## src/rtl/bmem_arbiter.sv

```systemverilog
// bmem_arbiter: round-robin burst arbiter of I-side (i_*) and D-side (d_*) caches onto one burst memory port (bmem_*), clk/rst sync active-high
module bmem_arbiter #(
  parameter int BURST_LEN = 16,
  parameter int ADDR_WIDTH = 32,
  parameter int DATA_WIDTH = 64
) (
  input  logic                  clk,
  input  logic                  rst,
  input  logic [ADDR_WIDTH-1:0] i_addr,
  input  logic                  i_read,
  output logic [DATA_WIDTH-1:0] i_rdata,
  output logic                  i_resp,
  input  logic [ADDR_WIDTH-1:0] d_addr,
  input  logic                  d_read,
  input  logic                  d_write,
  input  logic [DATA_WIDTH-1:0] d_wdata,
  output logic [DATA_WIDTH-1:0] d_rdata,
  output logic                  d_resp,
  output logic [ADDR_WIDTH-1:0] bmem_address,
  output logic                  bmem_read,
  output logic                  bmem_write,
  output logic [DATA_WIDTH-1:0] bmem_wdata,
  input  logic [DATA_WIDTH-1:0] bmem_rdata,
  input  logic                  bmem_resp
);
  localparam int CW = $clog2(BURST_LEN);
  typedef enum logic [1:0] {IDLE, BUSY_I, BUSY_D, GAP} state_t;
  state_t state, state_n;
  logic [CW-1:0] beat_cnt;
  logic last_d, busy, d_req, last_beat;
  assign busy = state == BUSY_I || state == BUSY_D;
  assign d_req = d_read | d_write;
  assign last_beat = busy && bmem_resp && beat_cnt == CW'(BURST_LEN - 1);
  always_ff @(posedge clk) begin
    if (rst) begin
      state <= IDLE;
      beat_cnt <= '0;
      last_d <= 1'b1;
    end else begin
      state <= state_n;
      if (busy && bmem_resp) beat_cnt <= beat_cnt + 1'b1;
      if (last_beat) last_d <= state == BUSY_D;
    end
  end
  always_comb begin
    state_n = IDLE;
    if (state == IDLE) state_n = i_read && (!d_req || last_d) ? BUSY_I : d_req ? BUSY_D : IDLE;
    else if (busy) state_n = last_beat ? GAP : state;
  end
  assign bmem_address = state == BUSY_I ? i_addr : state == BUSY_D ? d_addr : '0;
  assign bmem_read = (state == BUSY_I && i_read) || (state == BUSY_D && d_read);
  assign bmem_write = state == BUSY_D && d_write;
  assign bmem_wdata = state == BUSY_D ? d_wdata : '0;
  assign i_resp = bmem_resp && state == BUSY_I;
  assign d_resp = bmem_resp && state == BUSY_D;
  assign i_rdata = bmem_rdata;
  assign d_rdata = bmem_rdata;
  a_i_hold: assert property (@(posedge clk) disable iff (rst) state == BUSY_I |-> i_read);
  a_d_hold: assert property (@(posedge clk) disable iff (rst) state == BUSY_D |-> d_req);
  a_d_rw: assert property (@(posedge clk) disable iff (rst) !(d_read && d_write));
endmodule

```

## config.mk

```make
export PLATFORM = sky130hd
export DESIGN_NAME = bmem_arbiter
export DESIGN_NICKNAME = d
export VERILOG_FILES = /design/src/rtl/bmem_arbiter.sv
export SDC_FILE = /design/constraint.sdc
export NUM_CORES = 1
export LEC_CHECK = 0
export ABC_AREA = 1
export BUFFER_PORTS_ARGS = -buffer_cell sky130_fd_sc_hd__buf_2
export CAP_MARGIN = 0
export CORE_AREA = 5 5 162 164
export CTS_CLUSTER_DIAMETER = 120
export DETAILED_ROUTE_END_ITERATION = 8
export DIE_AREA = 0 0 167 169
export PLACE_DENSITY = 0.45
export SYNTH_ARGS = -nofsm -noshare
export SYNTH_HDL_FRONTEND = slang
export SYNTH_SLANG_ARGS = --single-unit
```

## constraint.sdc

```tcl
create_clock -name clk -period 1.3 [get_ports clk]
set_clock_uncertainty 0.15 [all_clocks]
set_input_delay 0.13 -clock clk [delete_from_list [all_inputs] [get_ports clk]]
set_output_delay 0.13 -clock clk [all_outputs]
set_load 0.02 [all_outputs]
```

# After elaboration in Yosys (flattened, before gate mapping)
# Cells that the tools add are included.
# Widths: inputs -> output; s select.
[classes]
n_eq_ne = 4
n_lt_le_gt_ge = 0
bitwise_logic = 1
n_mul = 0
div_mod_pow = 0
n_mux = 8
add_sub_neg = 1
shift = 0
n_reduce_logical = 13
[op_table]
columns = ["operator", "count"]
rows = [
  ["$mux 32", 2],
  ["$mux 64", 1],
  ["$mux 2", 5],
  ["$logic_and 1x1->1", 8],
  ["$add 4x1->4 const B", 1],
  ["$eq 4x4->1 const B", 1],
  ["$logic_or 1x1->1", 3],
  ["$ne 3x1->1 const B", 1],
  ["$eq 2x1->1 const B", 1],
  ["$eq 2x2->1 const B", 1],
  ["$logic_not 2->1", 1],
  ["$logic_not 1->1", 1],
  ["$or 1x1->1", 1],
]
[word_totals]
ram_bits = 0
out_inout_bits = 228
reg_bits = 7
word_cells = 30
rom_bits = 0
in_bits = 198
latchBits = 0
mem_count = 0

# Longest topological paths before layout
# Gate-level depths: netlist (run 1).
[depth]
ltp_word = 7
mapped_depth = 8

# Least setup slack after synthesis (run 1)
# No wires, ideal clock.
[synth_timing]
kind = "flip-flop to output port"
startpoint = "reg state[1]"
endpoint = "out bmem_address[10]"
slack_ns = -0.139
arrival_ns = 1.159
path_stages_with_launch = 8
path_cell_list = "dfxtp_1 > inv_1 > ha_1 > buf_4 > inv_2 > buf_2 > nand3_1 > nand2_1"
[synth_between]
elab_chain_cells = 3
[synth_rtl]
columns = ["item", "line", "text"]
rows = [
  ["start: declaration", "28", "state_t state, state_n;"],
  ["start signal: assignment", "40", "state <= state_n;"],
  ["$eq 2x2->1", "50", "assign bmem_address = state == BUSY_I ? i_addr : state == BUSY_D ? d_addr : '0;"],
  ["$mux 32", "50", ""],
  ["$mux 32 *", "50", ""],
  ["end: declaration", "19", "output logic [ADDR_WIDTH-1:0] bmem_address,"],
]
# Mark *: on every way between the ends. The rest lies on a longest branch, timed or not.

# Worst setup path in the final report (run 1)
[layout_timing]
startpoint = "reg state[1]"
endpoint = "out bmem_address[27]"
# The elaborated chain is that of the path after synthesis.

==> flow_metrics.tcl, run 1 <==
set metrics [dict create \
    outcome "complete, but fails checks" \
    violations "setup timing" \
    grt_pass1_wl_um 17600 \
    multi_input_area_um2 1480 \
    core_um2 24700 \
    grt_use_total 0.0803 \
    vias 2897 \
    syn_nets 632 \
    setup_viol 107 \
    portBuffers 233 \
    synth_area_leaders "buf_4 41%, nand2_1 23%, inv_1 12%" \
    initial_core_util 0.0953 \
    clk_pin_slew_ns 0.04 \
    routed_via_density 3.30 \
    fin_nets 751 \
    grt_pass1_vias 2858 \
    worstHoldEndpoint "d_rdata[40]" \
    r2r-end "state[1]$_SDFFE_PP0P_" \
    drive_gt1_frac 0.783 \
    worstSetupStartpointType "flop" \
    clock_path_buffers 2 \
    max_freq_mhz 591 \
    grt_max_degree 28 \
    drv_cap 0 \
    cp_max_fo 18 \
    die_w_um 167 \
    powerDensity_nw_per_um2 1450 \
    yosys_warnings 0 \
    drc 0 \
    hold_ws_ns 0.110 \
    first_pass_iters 4 \
    die_y_um 169 \
    wl_met3_um 2210 \
    dp.cells 859 \
    yosys.area.top_type_share 0.411 \
    end_kind "output port" \
    cts_tree "done" \
    synth_top_area_cell "buf_4" \
    syn_area_per_cell_um2 5.48 \
    ioPinCount 426 \
    synth_seq_area_share 0.0594 \
    holdPathStages 0 \
    power.leakage_nw 2.78 \
    slew_violations 0 \
    synth_ff_type "dfxtp_1" \
    drt-initial-drc-count 79 \
    rsz0062_at_grt "yes" \
    maxSlewHeadroom 0.848 \
    tightest_slew_ns 0.227 \
    r2r-start "state[1]$_SDFFE_PP0P_" \
    cts_made_buffers 3 \
    fillers 2779 \
    yosysMostFrequentCell "nand2_1" \
    netlist_top_cells_count "142 x nand2_1, 129 x buf_4, 74 x inv_1" \
    rows 58 \
    htreeDepth 1 \
    diodes 0 \
    final_area_um2 4550 \
    slowest_delay_ns 0.35 \
    irDropWorstVdd_uv 865 \
    reg2reg_slack_ns -0.35 \
    clk_latency_ns 0.23 \
    synth_edf_count 0 \
    routedWlPerCell_um 15.2 \
    fp.dieArea_um2 28200 \
    highest_layer "met5" \
    period_share 1.30 \
    hp-class "input pin to output port" \
    ys_ff_latch 7 \
    synth_cells 430 \
    grt_overflow 0 \
    fin_ws_ns -0.392 \
    regArea_um2 145 \
    min_from "bmem_rdata[40]" \
    dp_slack_ns -0.189 \
    fin_cells 878 \
    min_period_ns 1.69 \
    synthToLayoutAreaGrowth_pct 92.8 \
    critPathTopFamily "buffers and inverters" \
    hold_violations 0 \
    routed-wl-met2_um 6320 \
    worst-endpoint-arrival_ns 1.41 \
    crit_chain "inv_2 > ha_4 > inv_6 > buf_12 > nand3_1 > nand2_2 > buf_4" \
    required_ns 1.02 \
    antenna_found_initial 0 \
    cts-root-buf "clkbuf_16" \
    clock_sinks 7 \
    netlist_area_um2 2360 \
    crit_buf_inv 4 \
    wirelength_um 13300 \
    worstSetupPathType "flop to output port" \
    drt-met1-wl_um 4380 \
    gp_congestion 0.835 \
    ff2ff_path_depth 10 \
    critPathSlowestCell "dfxtp_2" \
    detail-route-antenna-nets 0 \
    placed_area_um2 3280 \
    ys_types 20 \
    dpl.hpwl_um 9490 \
    async_flop_share 0 \
    setup_tns_ns -36.93 \
]
how the worst max path moves through the flow:
stage                                startpoint  cells past startpoint          endpoint  slack, ns
final                     state[1]$_SDFFE_PP0P_                      7  bmem_address[27]      -0.39
after detailed placement  state[1]$_SDFFE_PP0P_                      6  bmem_address[19]      -0.19
after floorplan           state[1]$_SDFFE_PP0P_                      7  bmem_address[11]      -0.04
after CTS                 state[1]$_SDFFE_PP0P_                      7  bmem_address[10]      -0.40
after global routing      state[1]$_SDFFE_PP0P_                      7  bmem_address[27]      -0.46
after global placement    state[1]$_SDFFE_PP0P_                      6  bmem_address[19]      -0.18
what timing repair did:
action,4_1_cts,5_1_grt
hold buffers,1,0
endpoints found under the hold margin,1,0
gates resized for setup,177,155
gates cloned,6,3
pin swaps,1,8
buffers inserted,6,2
setup endpoints to repair,107,107
state kept, by name, summed over array words and instances (netlist names):
| signal | flops |
|---|---|
| state | 2 |
| beat_cnt | 4 |
| last_d | 1 |
through the flow:
stage | utilization | power (mW)
CTS | 0.166 | 6.00
floorplan | - | 3.34
global route | 0.184 | 7.00
finish | 0.184 | 6.57
global placement | 0.133 | 4.08
detailed placement | 0.133 | 4.09
metal layers:
| metal | vias up | GRT usage |
|---|---|---|
| met1 | 1221 | 0.0831 |
| li1 | 1358 | - |
| met5 | - | 0.0104 |
| met3 | 33 | 0.0556 |
| met2 | 283 | 0.131 |
| met4 | 2 | 0.0231 |
cell usage in the layout (no fill, tap or decap), types with 8 or more instances in the layout:
cell	count
nand2_1	60
buf_4	39
inv_2	55
buf_6	70
nand2_2	29
buf_12	8
nand3_2	13
nand2_4	55
buf_2	134
nand3_1	23
inv_1	18
area by class of cell:
| cell class | count | area share |
|---|---|---|
| inverters | 75 | 0.0636 |
| flip-flops and latches | 7 | 0.0319 |
| clock buffers | 3 | 0.0165 |
| repair buffers | 260 | 0.470 |
| well taps | 330 | 0.0908 |
| clock inverters | 1 | 0.00110 |
| multi-input cells | 202 | 0.326 |
kinds of logic after synthesis:
group | Yosys count | share of synthesized area
AOI/OAI and AO/OA | 7 | 0.0186
xor gates and xnor gates | 1 | 0.00372
adders and majority gates | 4 | 0.0212
buffers and inverters | 221 | 0.566
DFF | 7 | 0.0594
and+or+nand+nor | 190 | 0.331
worst reg2reg max path: stages, from the launching register on:
cell and delay (ns):
dfxtp_2 0.35, inv_2 0.06, buf_4 0.13, buf_6 0.11, ha_4 0.28, nand2_4 0.08
nor2_4 0.15, nand2_2 0.09, nand3_2 0.07, nand2_2 0.05, nor2_2 0.07
report_power, final:
group / internal [mW] / switching [mW] / leakage (nW)
sequential: 0.266 / 0.0490 / 0.0581
combinational: 2.64 / 3.08 / 2.69
clock: 0.405 / 0.128 / 0.0409
Power figures use the tool's default switching activity.
==> inputs of run 2 (changes only) <==
Settings changed: ABC_AREA 1 to 0, CORE_AREA 5 5 162 164 to 5 5 161 163, CTS_CLUSTER_SIZE from default to 10, DIE_AREA 0 0 167 169 to 0 0 166 168, PLACE_DENSITY 0.45 to 0.44.
==> run 2 against run 1 <==
  * The flow still finishes with violations (setup timing)
  * Count of clock-buffer cells in the layout is 1 higher
  * Cell count is 17% lower
  * Die area is 1.2% lower
  * Global-route usage is 1.4 points lower
  * Sequential power is 6.7% higher
  * Core utilization is 2.3 points lower
  * Register-to-register slack better by 0.02 ns
  * Critical path depth stayed put
  * Synthesized cell count is 33% lower
  * Largest cell class unchanged
==> flow_metrics.tcl, run 2 <==
set metrics [dict create \
    outcome "complete, but fails checks" \
    violations "setup timing" \
    first_pass_iters 3 \
    largest_reg_flops 4 \
    synth_cells 287 \
    power_switching_mw 3.58 \
    cp_max_fo 9 \
    detail-route-antenna-nets 0 \
    wirelength_um 11000 \
    ioPinCount 426 \
    power.leakage_nw 2.01 \
    core_um2 24200 \
    cts_made_buffers 3 \
    drive_gt1_frac 0.837 \
    p_seq_frac 0.042 \
    slowest_delay_ns 0.36 \
    final_common_cell "buf_2" \
    antenna_found_initial 1 \
    crit_chain "inv_4 > ha_4 > nor2b_4 > buf_12 > buf_16 > a22o_4 > buf_6" \
    crit_buf_inv 4 \
    portBuffers 233 \
    clock_path_buffers 2 \
    ys_ff_latch 7 \
    yosys_warnings 0 \
    placed_area_um2 3150 \
    hp-class "input pin to flop" \
    rsz0062_at_grt "yes" \
    grt_max_degree 36 \
    netlist_top_cells_count "131 x buf_4, 66 x and2_1, 32 x a22o_1" \
    syn_nets 489 \
    die_y_um 168 \
    synth_seq_area_share 0.0658 \
    critPathSlowestCell "dfxtp_4" \
    ys_types 27 \
    dp.cells 711 \
    regArea_um2 145 \
    fin_cells 729 \
    hold_violations 0 \
    yosysMostFrequentCell "buf_4" \
    required_ns 1.02 \
    synth_area_leaders "buf_4 46%, and2_1 19%, a22o_1 13%" \
    powerDensity_nw_per_um2 2070 \
    gp_congestion 0.721 \
    synth_top_area_cell "buf_4" \
    clk_pin_slew_ns 0.04 \
    synthToLayoutAreaGrowth_pct 82.2 \
    grt_pass1_vias 2480 \
    vias 2271 \
    min_period_ns 1.82 \
    cts-root-buf "clkbuf_16" \
    final_area_um2 3880 \
    cts_tree "done" \
    clk_latency_ns 0.24 \
    grt_use_total 0.0666 \
    die_w_um 166 \
    reg_top3 "beat_cnt (4), state (2), last_d (1)" \
    drt-initial-drc-count 63 \
    grt_overflow 0 \
    max_freq_mhz 549 \
    slew_violations 0 \
    fin_ws_ns -0.523 \
    synth_ff_type "dfxtp_1" \
    dpl.hpwl_um 8020 \
    async_flop_share 0 \
    p_int_mw 4.47 \
    worstSetupStartpointType "flop" \
    tightest_slew_ns 0.241 \
    maxSlewHeadroom 0.838 \
    worstSetupPathType "flop to output port" \
    drc 0 \
    fin_nets 607 \
    synth_edf_count 0 \
    fillers 2698 \
    mostFrequentLayoutCells "153 x buf_2, 55 x buf_4, 42 x and2_1, 36 x buf_6, 32 x a22o_4" \
    setup_viol 107 \
    syn_area_per_cell_um2 7.42 \
    multi_input_area_um2 1350 \
    largest_register "beat_cnt" \
    end_kind "output port" \
    period_share 1.40 \
    yosys.area.top_type_share 0.462 \
    grt_pass1_wl_um 14400 \
    worst-endpoint-arrival_ns 1.54 \
    fp.dieArea_um2 27900 \
    rows 57 \
    routedWlPerCell_um 15.1 \
    routed_via_density 3.12 \
    critPathTopFamily "buffers and inverters" \
    irDropWorstVdd_uv 761 \
    initial_core_util 0.0881 \
    comb_power_share 0.891 \
    netlist_area_um2 2130 \
    clock_sinks 7 \
    power.total_mw 8.05 \
    switching_share 0.445 \
    drv_cap 0 \
    pwr-share-clk 0.067 \
    htreeDepth 1 \
    dp_slack_ns -0.312 \
]
## run 2: cell count changes after synthesis, sizes merged, moves of 6 or more
cell,before,now
a22o,1,32
and2,0,68
buf,145,134
clkbuf,1,9
inv,75,4
nand2,144,4
nand3,36,5
nor2,10,4
## run 2: per-layer routing
metal	vias to the layer above	part of all wire	GRT usage
met2	232	0.49	0.116
met1	955	0.32	0.0606
met3	34	0.14	0.0375
met5	-	0	0
li1	1050	-	-
met4	0	0.045	0.0402
## run 2: worst min-delay path, delay by kind of cell
kind / cells / cell delay [ns]
AO/OA/AOI/OAI: 2 / 0.17
buffers and inverters: 1 / 0.12
## run 2: layout make-up
class / count / share of cell area
Timing Repair Buffer: 256 / 0.484
Multi-Input combinational cell: 133 / 0.349
Sequential cell: 7 / 0.0374
Tap cell: 324 / 0.104
Antenna cell: 1 / 0.000645
Clock buffer: 4 / 0.0203
Inverter: 4 / 0.00451
## run 2: path summary, 6_finish.rpt
check	startpoint	endpoint	slack, ns	depth (start not counted)
worst min-delay path	i_read	state[0]$_SDFFE_PP0P_	0.08	3
worst min register to register	last_d$_SDFFE_PP1P_	last_d$_SDFFE_PP1P_	0.36	1
worst max-delay path	state[0]$_SDFFE_PP0P_	bmem_address[4]	-0.52	7
worst max register to register	state[0]$_SDFFE_PP0P_	last_d$_SDFFE_PP1P_	-0.33	6
## run 2: power groups by stage
stage	logic [mW]	clock network (mW)	registers [mW]
final	7.17	0.542	0.336
after global routing	7.63	0.562	0.347
after CTS	6.84	0.548	0.336
after detailed placement	5.20	0	0.324
after global placement	5.20	0	0.320
after floorplan	4.26	0	0.316
## run 2: metrics by stage
stage,hold WS (ns),utilization,setup TNS [ns]
floorplan,0.140,-,-8.28
global placement,0.110,0.130,-19.10
detailed placement,0.110,0.130,-20.72
global route,0.108,0.160,-51.01
CTS,0.0853,0.155,-45.03
finish,0.0821,0.160,-45.00
## run 2: timing repair
item / in CTS / in global routing
gates resized for setup: 123 / 13
buffers inserted: 5 / 1
hold buffers: 0 / 0
pin swaps: 4 / 7
endpoints found under the setup margin: 106 / 107
gates cloned: 4 / 3
## run 2: cells by family (layout without fill, tap and decap cells)
group / Yosys count / in the layout / share of synthesized area
fa+ha+maj: 4 / 4 / 0.0235
simple gates: 87 / 87 / 0.248
xor+xnor: 2 / 2 / 0.00823
mux: 1 / 1 / 0.00529
flops: 7 / 7 / 0.0658
other cells: 0 / 1 / 0
compound gates: 39 / 39 / 0.157
buf+inv: 147 / 264 / 0.492
==> inputs of run 3 (changes only) <==
Settings changed: HOLD_SLACK_MARGIN from default to 0.1, TNS_END_PERCENT from default to 50.
==> run 3 against run 2 <==
  * The flow still finishes with violations (setup timing)
  * Critical path depth unchanged
  * Clock power is essentially flat
  * Cell count down 0.96%
  * Sequential share of layout area rose by 0.38 points
  * Non-clock buffer count decreased by 6
  * Wire length down 15%
  * Worst hold slack improved by 0.018 ns
  * Global-route usage is 0.28 points lower
  * Count of clock-buffer cells in the layout unchanged
  * Critical endpoint is now bmem_address[2]
  * Highest routed layer unchanged
==> flow_metrics.tcl, run 3 (synthesized netlist as in run 2, its figures left out) <==
set metrics [dict create \
    slew_violations 0 \
    drt-met1-wl_um 2980 \
    hp-class "input pin to flop" \
    routedWlPerCell_um 12.9 \
    cts_made_buffers 3 \
    drv_cap 0 \
    rows 57 \
    clock_path_buffers 2 \
    crit_buf_inv 4 \
    multi_input_area_um2 1310 \
    tightest_slew_ns 0.250 \
    detail-route-antenna-nets 0 \
    required_ns 1.02 \
    fillers 2750 \
    core_um2 24200 \
    cp_max_fo 7 \
    cts_tree "done" \
    routed_via_density 3.02 \
    cts-hold-fix-buffers 0 \
    clk_pin_slew_ns 0.04 \
    setup_viol 107 \
    final_common_cell "buf_2" \
    ioPinCount 426 \
    fin_nets 601 \
    routed-wl-met2_um 4410 \
    antenna_found_initial 0 \
    fp.dieArea_um2 27900 \
    highest_layer "met4" \
    clock_sinks 7 \
    placed_area_um2 3120 \
    diodes 0 \
    fin_ws_ns -0.553 \
    gp_congestion 0.703 \
    grt_use_total 0.0638 \
    first_pass_iters 3 \
    drt-initial-drc-count 41 \
    vias 2179 \
    setup_tns_ns -42.54 \
    largest_register "beat_cnt" \
    drive_gt1_frac 0.809 \
    rsz0062_at_grt "yes" \
    synthToLayoutAreaGrowth_pct 68.4 \
    die_w_um 166 \
    wirelength_um 9320 \
    reg_top3 "beat_cnt (4), state (2), last_d (1)" \
    irDropWorstVdd_uv 762 \
    worstSetupStartpointType "flop" \
    grt_pass1_wl_um 14100 \
    crit_chain "inv_4 > ha_4 > nor2b_4 > buf_12 > buf_16 > a22o_4 > buf_6" \
    power.leakage_nw 1.93 \
    drc 0 \
    htreeDepth 1 \
    min_period_ns 1.85 \
    worst-endpoint-arrival_ns 1.57 \
    critPathSlowestCell "dfxtp_4" \
    worstSetupPathType "flop to output port" \
    outcome "complete, but fails checks" \
    powerDensity_nw_per_um2 2000 \
    largest_reg_flops 4 \
    mostFrequentLayoutCells "201 x buf_2, 46 x and2_1, 34 x buf_6, 30 x a22o_4, 21 x and2_2" \
    portBuffers 233 \
    end_kind "output port" \
    final_area_um2 3590 \
    dp_slack_ns -0.325 \
    violations "setup timing" \
    cts-root-buf "clkbuf_16" \
    clk_latency_ns 0.24 \
    die_y_um 168 \
    maxSlewHeadroom 0.832 \
    wl_met3_um 1360 \
    regArea_um2 148 \
    critPathTopFamily "buffers and inverters" \
    grt_overflow 0 \
    initial_core_util 0.0881 \
    hold_violations 0 \
    dpl.hpwl_um 7720 \
    slowest_delay_ns 0.37 \
    grt_pass1_vias 2448 \
    grt_max_degree 70 \
    period_share 1.43 \
    final_util 0.148 \
    max_freq_mhz 540 \
]
## run 3: timing repair
action                     4_1_cts  5_1_grt
setup endpoints to repair      106      107
resized for setup               81        0
pin swaps                        5        1
gates cloned                     3        0
setup buffers                    3        0
## run 3: tightest hold or removal path, cell delays in order
cell and delay, ns:
buf_2 0.13, o41ai_2 0.09, o21a_1 0.10
## run 3: area by class of cell
class,count,area share
Inverter,4,0.00558
Multi-Input combinational cell,133,0.366
Timing Repair Buffer,250,0.453
Sequential cell,7,0.0412
Clock buffer,4,0.0220
Tap cell,324,0.113
## run 3: worst paths after layout
path | start | endpoint | slack [ns] | depth (start not counted)
worst max-delay path | state[0]$_SDFFE_PP0P_ | bmem_address[2] | -0.55 | 7
worst min-delay path | rst | state[1]$_SDFFE_PP0P_ | 0.1 | 3
worst max register to register | state[0]$_SDFFE_PP0P_ | last_d$_SDFFE_PP1P_ | -0.35 | 6
worst min register to register | last_d$_SDFFE_PP1P_ | last_d$_SDFFE_PP1P_ | 0.35 | 1
## run 3: per-stage QoR
stage               hold WS (ns)  power, mW  instances
floorplan                  0.140       4.50        287
global placement           0.110       5.45        712
detailed placement         0.110       5.44        712
CTS                        0.110       7.30        722
global route               0.110       7.69        722
finish                    0.0999       7.19        722
## run 3: power breakdown
| part | internal (mW) | switching, mW |
|---|---|---|
| sequential | 0.288 | 0.0675 |
| clock | 0.410 | 0.133 |
| combinational | 3.21 | 3.08 |
## run 3: metal layers
layer  vias up  global-route usage
met3        52              0.0312
met1       894              0.0603
met5         -                   0
li1       1030                   -
met2       203               0.106
met4         0              0.0502
